$ cat config.mk
export PLATFORM = sky130hd
export DESIGN_NAME = mips_mem_arb
export DESIGN_NICKNAME = d
export VERILOG_FILES = /design/src/rtl/mips_mem_arb.sv
export SDC_FILE = /design/constraint.sdc
export NUM_CORES = 1
export LEC_CHECK = 0
export BUFFER_PORTS_ARGS = -buffer_cell sky130_fd_sc_hd__buf_2
export CAP_MARGIN = 10
export CORE_MARGIN = 10
export CORE_UTILIZATION = 47
export DETAILED_ROUTE_END_ITERATION = 8
export PLACE_DENSITY_LB_ADDON = 0.2
export SYNTH_ARGS = -nofsm -noshare
export SYNTH_HDL_FRONTEND = slang
export SYNTH_SLANG_ARGS = --single-unit
$ cat constraint.sdc
create_clock -name clk -period 6.3 [get_ports clk]
set_input_delay 1.575 -clock clk [delete_from_list [all_inputs] [get_ports clk]]
set_output_delay 1.575 -clock clk [all_outputs]
set_load 0.1 [all_outputs]
$ cat src/rtl/mips_mem_arb.sv
// mips_mem_arb: single-port memory arbiter between fetch (IF) and data (DM) with DM priority and a starvation guard
module mips_mem_arb #(
  parameter int ADDR_W     = 32,
  parameter int DATA_W     = 32,
  parameter int STARVE_MAX = 4
) (
  input  logic                clk,
  input  logic                rst,
  input  logic                if_req,
  input  logic [ADDR_W-1:0]   if_addr,
  output logic [DATA_W-1:0]   if_rdata,
  output logic                if_done,
  output logic                if_stall,
  input  logic                dm_req,
  input  logic                dm_we,
  input  logic [ADDR_W-1:0]   dm_addr,
  input  logic [DATA_W-1:0]   dm_wdata,
  input  logic [DATA_W/8-1:0] dm_be,
  output logic [DATA_W-1:0]   dm_rdata,
  output logic                dm_done,
  output logic                dm_stall,
  output logic                mem_req,
  output logic                mem_we,
  output logic [ADDR_W-1:0]   mem_addr,
  output logic [DATA_W-1:0]   mem_wdata,
  output logic [DATA_W/8-1:0] mem_be,
  input  logic [DATA_W-1:0]   mem_rdata,
  input  logic                mem_ack,
  output logic                busy
);
  typedef enum logic [1:0] {IDLE, BUSY_IF, BUSY_DM} state_t;
  state_t state;
  logic [3:0] starve_cnt;
  logic if_el, dm_el, grant_if, grant_dm, starved;
  // a request raised in the same cycle as its own done is not a new request
  assign if_el    = if_req & ~if_done;
  assign dm_el    = dm_req & ~dm_done;
  assign starved  = starve_cnt == 4'(STARVE_MAX);
  assign grant_if = if_el & (~dm_el | starved);
  assign grant_dm = dm_el & ~grant_if;
  assign if_stall = if_req & ~if_done;
  assign dm_stall = dm_req & ~dm_done;
  always_ff @(posedge clk or posedge rst) begin
    if (rst) begin
      state      <= IDLE;
      starve_cnt <= '0;
      busy       <= 1'b0;
      mem_req    <= 1'b0;
      mem_we     <= 1'b0;
      mem_addr   <= '0;
      mem_wdata  <= '0;
      mem_be     <= '0;
      if_done    <= 1'b0;
      dm_done    <= 1'b0;
      if_rdata   <= '0;
      dm_rdata   <= '0;
    end else begin
      if_done <= 1'b0;
      dm_done <= 1'b0;
      if (state == IDLE) begin
        if (grant_if) begin
          state      <= BUSY_IF;
          busy       <= 1'b1;
          mem_req    <= 1'b1;
          mem_we     <= 1'b0;
          mem_addr   <= if_addr;
          mem_be     <= '1;
          starve_cnt <= '0;
        end else if (grant_dm) begin
          state      <= BUSY_DM;
          busy       <= 1'b1;
          mem_req    <= 1'b1;
          mem_we     <= dm_we;
          mem_addr   <= dm_addr;
          mem_wdata  <= dm_wdata;
          mem_be     <= dm_be;
          starve_cnt <= (if_el && !starved) ? starve_cnt + 4'd1 : starve_cnt;
        end
      end else if (mem_ack) begin
        state   <= IDLE;
        busy    <= 1'b0;
        mem_req <= 1'b0;
        if (state == BUSY_IF) begin
          if_rdata <= mem_rdata;
          if_done  <= 1'b1;
        end else begin
          dm_rdata <= mem_we ? dm_rdata : mem_rdata;
          dm_done  <= 1'b1;
        end
      end
    end
  end
endmodule

**Yosys cells after proc, flatten, opt, wreduce, memory -nomap -nowiden**

Index checks and enable logic that the tools add are counted.

- Flip-flop bits (word level): 142
- Output and inout bits: 139

- $add $sub $neg: 1
- Eq/ne operators: 3
- Multiplexer cells: 23
- Bitwise gates (word level): 12
- Reduce and logical (&&, ||, !) cells: 12

Operators by type and width:

| operator | number |
|---|---|
| two-way mux 32 bit | 2 |
| two-way mux 4 bit | 5 |
| two-way mux 1 bit | 12 |
| AND reduction 3 bit | 3 |
| two-way mux 2 bit | 4 |
| inverter 1 bit | 7 |
| nonzero test 2 bit | 3 |
| adder 4 x 1 -> 4 bit, second input constant | 1 |
| AND 1 bit | 4 |
| equality test 4 x 3 -> 1 bit, second input constant | 1 |
| AND reduction 2 bit | 2 |
| AND reduction 4 bit | 1 |
| inequality test 3 bit, second input constant | 1 |
| equality test 2 x 1 -> 1 bit, second input constant | 1 |
| zero test 2 bit | 1 |
| logical AND 1 bit | 1 |
| zero test 1 bit | 1 |
| OR 1 bit | 1 |

**Depth between registers and ports, before layout**

Gate-level depths: netlist of run 1.

- Word-level depth: 10
- Gate-level depth with buffers: 7
- Gate-level depth less buffers: 5

**Worst setup path before layout of run 1**

No wires, ideal clock.

- Path type: input -> output
- From: input dm_req
- To: output dm_stall
- Data arrival time: 2.861 ns
- Data required time: 4.725 ns
- Slack: 1.864 ns
- Cell stages on the path: 4
- Path buffers: 2
- Path through: nand2b_1 buf_6 inv_6 clkbuf_1

- Cells in the longest elaborated chain, start to end: 1

RTL lines:

| element | line | text |
|---|---|---|
| from (decl) | 14 | `input logic dm_req,` |
| AND 1 bit | 42 | `assign dm_stall = dm_req & ~dm_done;` |
| to (decl) | 21 | `output logic dm_stall,` |

No other way between the ends.

**Final worst setup path of run 1**

Ends and elaborated chain as after synthesis.

==> reports/summary.txt, run 1 <==
chip height -> 134 µm
MaxCap Viol Count -> 0
Post-synth ARST share -> 100%
wire length on met2 -> 9.23 mm
Layout fillers -> 1015
vias in the first global route -> 5387
Synth Cell Area -> 6150 µm²
Layout Skew -> 0.00575 ns
CP arrival -> 2.77 ns
wire per inst -> 20.7 µm
Initial Util -> 48.3%
count of pins over their slew limit -> 0
Vias/cell -> 5.47
HPWL Detailed -> 13.5 mm
hold crit path type -> flip-flop to flip-flop
crit path from -> dm_req
share of post-route cells with drive strength above 1 -> 57.7%
f_max -> 0.230 GHz
reg2reg setup slack -> 3.67 ns
overall fraction of global-route tracks in use -> 20.1%
reg2reg end -> mem_addr[0]
CP startpoint kind -> input pin
TritonCTS buffer count -> 17
Final Wtd Congestion -> 0.822
IO buf count -> 276
first-pass GRT wire length -> 29.1 mm
Clk Latency, worst-skew pair -> 0.42 ns
reg2reg path depth -> 5
setup TNS -> 0 ns
#FFs+latches synth -> 142
WHS Endpoint -> mem_be[1]
synthesized area per cell -> 13.6 µm²
setup violators final -> 0
prevailing post-synth register cell -> dfrtp_1
Finished Layout Cells -> 898
worst flop-to-flop path startpoint -> state[0]
hold depth -> 1
Post-CTS Resized -> 0
DRC Markers -> 0
M1 WL -> 7.04 mm
outcome -> complete, no violations
Area Overhead vs Synth -> 33.2%
Setup crit end kind -> output port
Hold Startpoint -> mem_be[1]
Clock Tree Root -> clkbuf_16
FP Rows -> 41
DIE AREA -> 18100 µm²
post-route minimum period -> 4.34 ns
clk slew on worst S/H paths -> 0.05 ns
Tcrit/Tclk final -> 68.9%
measured slew at the worst slew-check pin -> 0.862 ns
final hold viol count -> 0
Distinct cells, synth -> 35
register area share after synthesis -> 57.8%
slew margin rel. -> 42.2%
Post-Syn Instances -> 453
via count -> 4912
Req. time, crit path -> 4.72 ns
largest net degree at the start of global routing -> 85
unrepaired setup endpoints after global routing -> false
placed instance count -> 868
yosys warns -> 0
Post-Syn Nets -> 593
highest routed metal layer -> met5
CTS H-tree depth -> 4
drt first pass iters -> 6
clk buf depth -> 2
ANT nets after route -> 0
met3 WL -> 1.89 mm
Sink Count -> 142
Ports -> 277
Nets -> 855
Die W -> 134 µm
initial drt markers -> 264
Overflow after GRT -> 0
Post-synth EDFFs -> 0
core area -> 12700 µm²
Crit Path Max Fanout -> 37
final core utilization -> 64.4%
post-CTS setup buffer count -> 0
CTS tree -> built
WL final -> 18.5 mm
initial antenna violation count -> 2
critical path class -> input pin to output port
hold-fix buffers at CTS -> 0
[worst max path at each step]
stage	endpoint	slack, ns
CTS	dm_stall	1.97
detailed placement	dm_stall	1.97
global route	dm_stall	1.91
global placement	dm_stall	1.97
finish	dm_stall	1.96
floorplan	busy	0.92
[area by class of cell]
cell class,count,area (µm²),area share (%)
Clock buffer,19,453,5.53
Tap cell,172,215,2.63
Clock inverter,10,116,1.42
Antenna cell,1,2.50,0.0306
Sequential cell,142,3550,43.4
Timing Repair Buffer,286,1460,17.8
Multi-Input combinational cell,226,2230,27.2
Inverter,42,168,2.05
[kinds of logic (layout without fill, tap and decap cells)]
logic type | count (synthesis) | in the layout | share of synthesized area (%)
AO/OA/AOI/OAI | 112 | 112 | 15.0
adder cells (fa/ha/maj) | 2 | 2 | 0.407
buffers and inverters | 85 | 357 | 6.35
flip-flops | 142 | 142 | 57.8
multiplexers | 98 | 98 | 18.8
other | 0 | 1 | 0
AND/OR/NAND/NOR | 14 | 14 | 1.71
[cells in the mapped netlist, types with 3 or more instances]
cell type / instances / share of area, %
buf_2: 20 / 1.6
buf_6: 3 / 0.55
clkbuf_1: 16 / 0.98
dfrtp_1: 142 / 58
inv_1: 40 / 2.4
mux2_2: 82 / 15
mux2_4: 14 / 3.4
nand2b_1: 3 / 0.31
o2111ai_1: 64 / 9.1
o211ai_1: 33 / 4.0
o21ai_0: 4 / 0.33
o22a_1: 4 / 0.57
[critical path, cell delays in order]
cell and delay, ns:
buf_2 0.08, nand2b_1 0.04, buf_4 0.26, inv_6 0.30, buf_2 0.49
[state kept, by name, indices dropped and copies added (netlist names)]
register    count
mem_addr       32
starve_cnt      4
state           2
busy            1
dm_done         1
mem_wdata      32
if_done         1
dm_rdata       32
mem_be          4
mem_we          1
if_rdata       32
[placed cells by master, fill, tap and decap left out, types with 2 or more instances in the layout]
| master | synthesis | layout |
|---|---|---|
| inv_6 | 1 | 3 |
| o22a_1 | 4 | 4 |
| mux2_2 | 82 | 82 |
| clkinvlp_4 | 0 | 2 |
| bufinv_16 | 0 | 2 |
| o211ai_1 | 33 | 33 |
| buf_2 | 20 | 276 |
| clkbuf_16 | 0 | 17 |
| clkinv_4 | 0 | 2 |
| nand2b_1 | 3 | 3 |
| inv_1 | 40 | 39 |
| mux2i_1 | 2 | 2 |
| clkinv_2 | 0 | 3 |
| ha_1 | 2 | 2 |
| o2111ai_1 | 64 | 64 |
| clkbuf_8 | 0 | 2 |
| o21ai_0 | 4 | 4 |
| nand4_1 | 2 | 2 |
| mux2_4 | 14 | 14 |
| buf_4 | 2 | 10 |
| nand3_1 | 2 | 2 |
| dfrtp_1 | 142 | 142 |
[metal layers]
| metal | global-route usage (%) | vias up |
|---|---|---|
| met5 | 0 | - |
| met4 | 8.28 | 2 |
| met3 | 8.66 | 34 |
| met2 | 34.4 | 237 |
| met1 | 21.3 | 2410 |
| li1 | - | 2229 |
[per-stage QoR]
step	hold slack (ns)	area (µm²)	setup slack [ns]
detailed placement	0.473	7620	1.97
finish	0.481	8190	1.96
global route	0.498	8190	1.91
global placement	0.465	7620	1.97
CTS	0.485	8190	1.97
floorplan	0.466	6150	0.915
Power of run 1 is left out: the tool's default activity adds up to more than one toggle a clock period on the data nets, which glitch-free logic cannot reach.
==> run 2, diff against run 1 <==
CORE_UTILIZATION = 43   (was 47)
clock period = 3.8 ns   (was 6.3 ns; I/O delays follow)
==> run 2 against run 1 <==
Effect of this change:
- hold slack gained 0.0013 ns
- register-to-register slack lost 2.3 ns
- die area grew 7.9%
- non-clock buffer count fell by 1
- utilization shrank 4.9 points
- sequential share of layout area down 0.52 points
- routed wire length grew 3.4%
- largest cell class unchanged
==> reports/summary.txt, run 2 (synthesized netlist as in run 1, its figures left out) <==
clk buf depth -> 2
CTS tree -> built
initial antenna violation count -> 1
Critical Path Slowest Stage Cell -> buf_2
core area -> 13900 µm²
hold crit path type -> flip-flop to flip-flop
final hold viol count -> 0
hold-fix buffers at CTS -> 0
measured slew at the worst slew-check pin -> 1.13 ns
ANT nets after route -> 0
post-CTS setup buffer count -> 0
CP arrival -> 1.74 ns
wire per inst -> 21.2 µm
initial drt markers -> 220
post-route minimum period -> 2.69 ns
MaxCap Viol Count -> 0
Die W -> 140 µm
Initial Util -> 44.1%
reg2reg setup slack -> 1.32 ns
setup TNS -> 0 ns
Vias/cell -> 5.50
vias in the first global route -> 5334
Sink Count -> 142
overall fraction of global-route tracks in use -> 19.2%
via count -> 4976
DRC Markers -> 0
f_max -> 0.372 GHz
HPWL Detailed -> 13.8 mm
TritonCTS buffer count -> 17
Top cell by count, worst path -> buf_2
Nets -> 854
DIE AREA -> 19500 µm²
count of pins over their slew limit -> 0
chip height -> 140 µm
Crit path buffers/inverters -> 3
commonest non-fill, non-tap cell in the layout -> buf_2
CP Cell Sequence -> buf_2 -> nand2b_1 -> clkinv_1 -> buf_2
Tcrit/Tclk final -> 70.8%
outcome -> complete, no violations
GRT Max-Usage Layer -> met2
Crit Path Max Fanout -> 4
GR Util met2 -> 31.7%
final core utilization -> 59.5%
IO buf count -> 276
Area Overhead vs Synth -> 34.8%
GRT met3 Usage -> 8.51%
CP startpoint kind -> input pin
Ports -> 277
CTS H-tree depth -> 4
Layout fillers -> 1157
unrepaired setup endpoints after global routing -> false
critical path class -> input pin to output port
Multi-input gate area -> 2230 µm²
sequential cell area -> 3550 µm²
Final Wtd Congestion -> 0.866
WL final -> 19.2 mm
Overflow after GRT -> 0
Clock Tree Root -> clkbuf_16
Setup crit end kind -> output port
clk slew on worst S/H paths -> 0.06 ns
met1 global-route usage -> 21.9%
Clk Latency, worst-skew pair -> 0.41 ns
Layout Skew -> 0.00695 ns
drt first pass iters -> 4
Worst path max stage delay -> 0.43 ns
Post-CTS Resized -> 0
share of post-route cells with drive strength above 1 -> 57.5%
largest net degree at the start of global routing -> 143
first-pass GRT wire length -> 30.0 mm
FP Rows -> 43
slew margin rel. -> 24.3%
Req. time, crit path -> 2.85 ns
hold slack -> 0.482 ns
cell family with most CP delay -> buffers and inverters
diode count -> 0
most frequent cells in the layout -> 275 x buf_2, 142 x dfrtp_1, 82 x mux2_2
setup violators final -> 0
==> run 2: changes by cell type in the layout (fill, tap and decap cells not counted), sizes merged <==
| cell | before | now |
|---|---|---|
| clkinvlp | 2 | 4 |
| diode | 1 | 0 |
| inv | 42 | 40 |
| clkinv | 6 | 4 |
| bufinv | 2 | 5 |
| buf | 286 | 285 |
==> run 2: area by class of cell <==
type,instances,share of cell area (%)
clock buffers,19,5.34
clock inverters,11,2.31
inverters,42,2.01
multi-input cells,226,26.9
flip-flops and latches,142,42.9
well taps,180,2.72
repair buffers,285,17.8
==> run 2: through the flow <==
stage / worst slack, ns / instances / instance area, µm²
2_1_floorplan: 0.594 / 453 / 6150
3_3_place_gp: 1.08 / 875 / 7650
3_5_place_dp: 1.02 / 875 / 7650
4_1_cts: 1.10 / 905 / 8290
5_1_grt: 1.04 / 905 / 8290
6_report: 1.11 / 905 / 8290
==> run 2: worst register-to-register path: cells and delay by family, from the launching register on <==
kind | cells | cell delay, ns
buffers and inverters | 2 | 0.59
muxes | 1 | 0.43
DFF | 1 | 0.40
and+or+nand+nor | 1 | 0.40
AOI/OAI and AO/OA | 1 | 0.33
adders and majority gates | 1 | 0.22
==> run 2: per-layer routing <==
metal	vias to the layer above	routed length, µm	part of all wire [%]
li1	2232	-	-
met5	-	13	0.068
met2	236	9640	50
met4	2	354	1.8
met1	2477	7300	38
met3	29	1870	9.8
==> run 2: path summary, 6_finish.rpt <==
path,from,to,depth (start not counted)
min,mem_be[2],mem_be[2],1
max reg2reg,starve_cnt[0],mem_wdata[3],6
min reg2reg,mem_be[2],mem_be[2],1
min in group asynchronous,rst,dm_rdata[19],3
max,if_req,if_stall,4
max in group asynchronous,rst,mem_wdata[21],3
Power of run 2 is left out for the same reason.
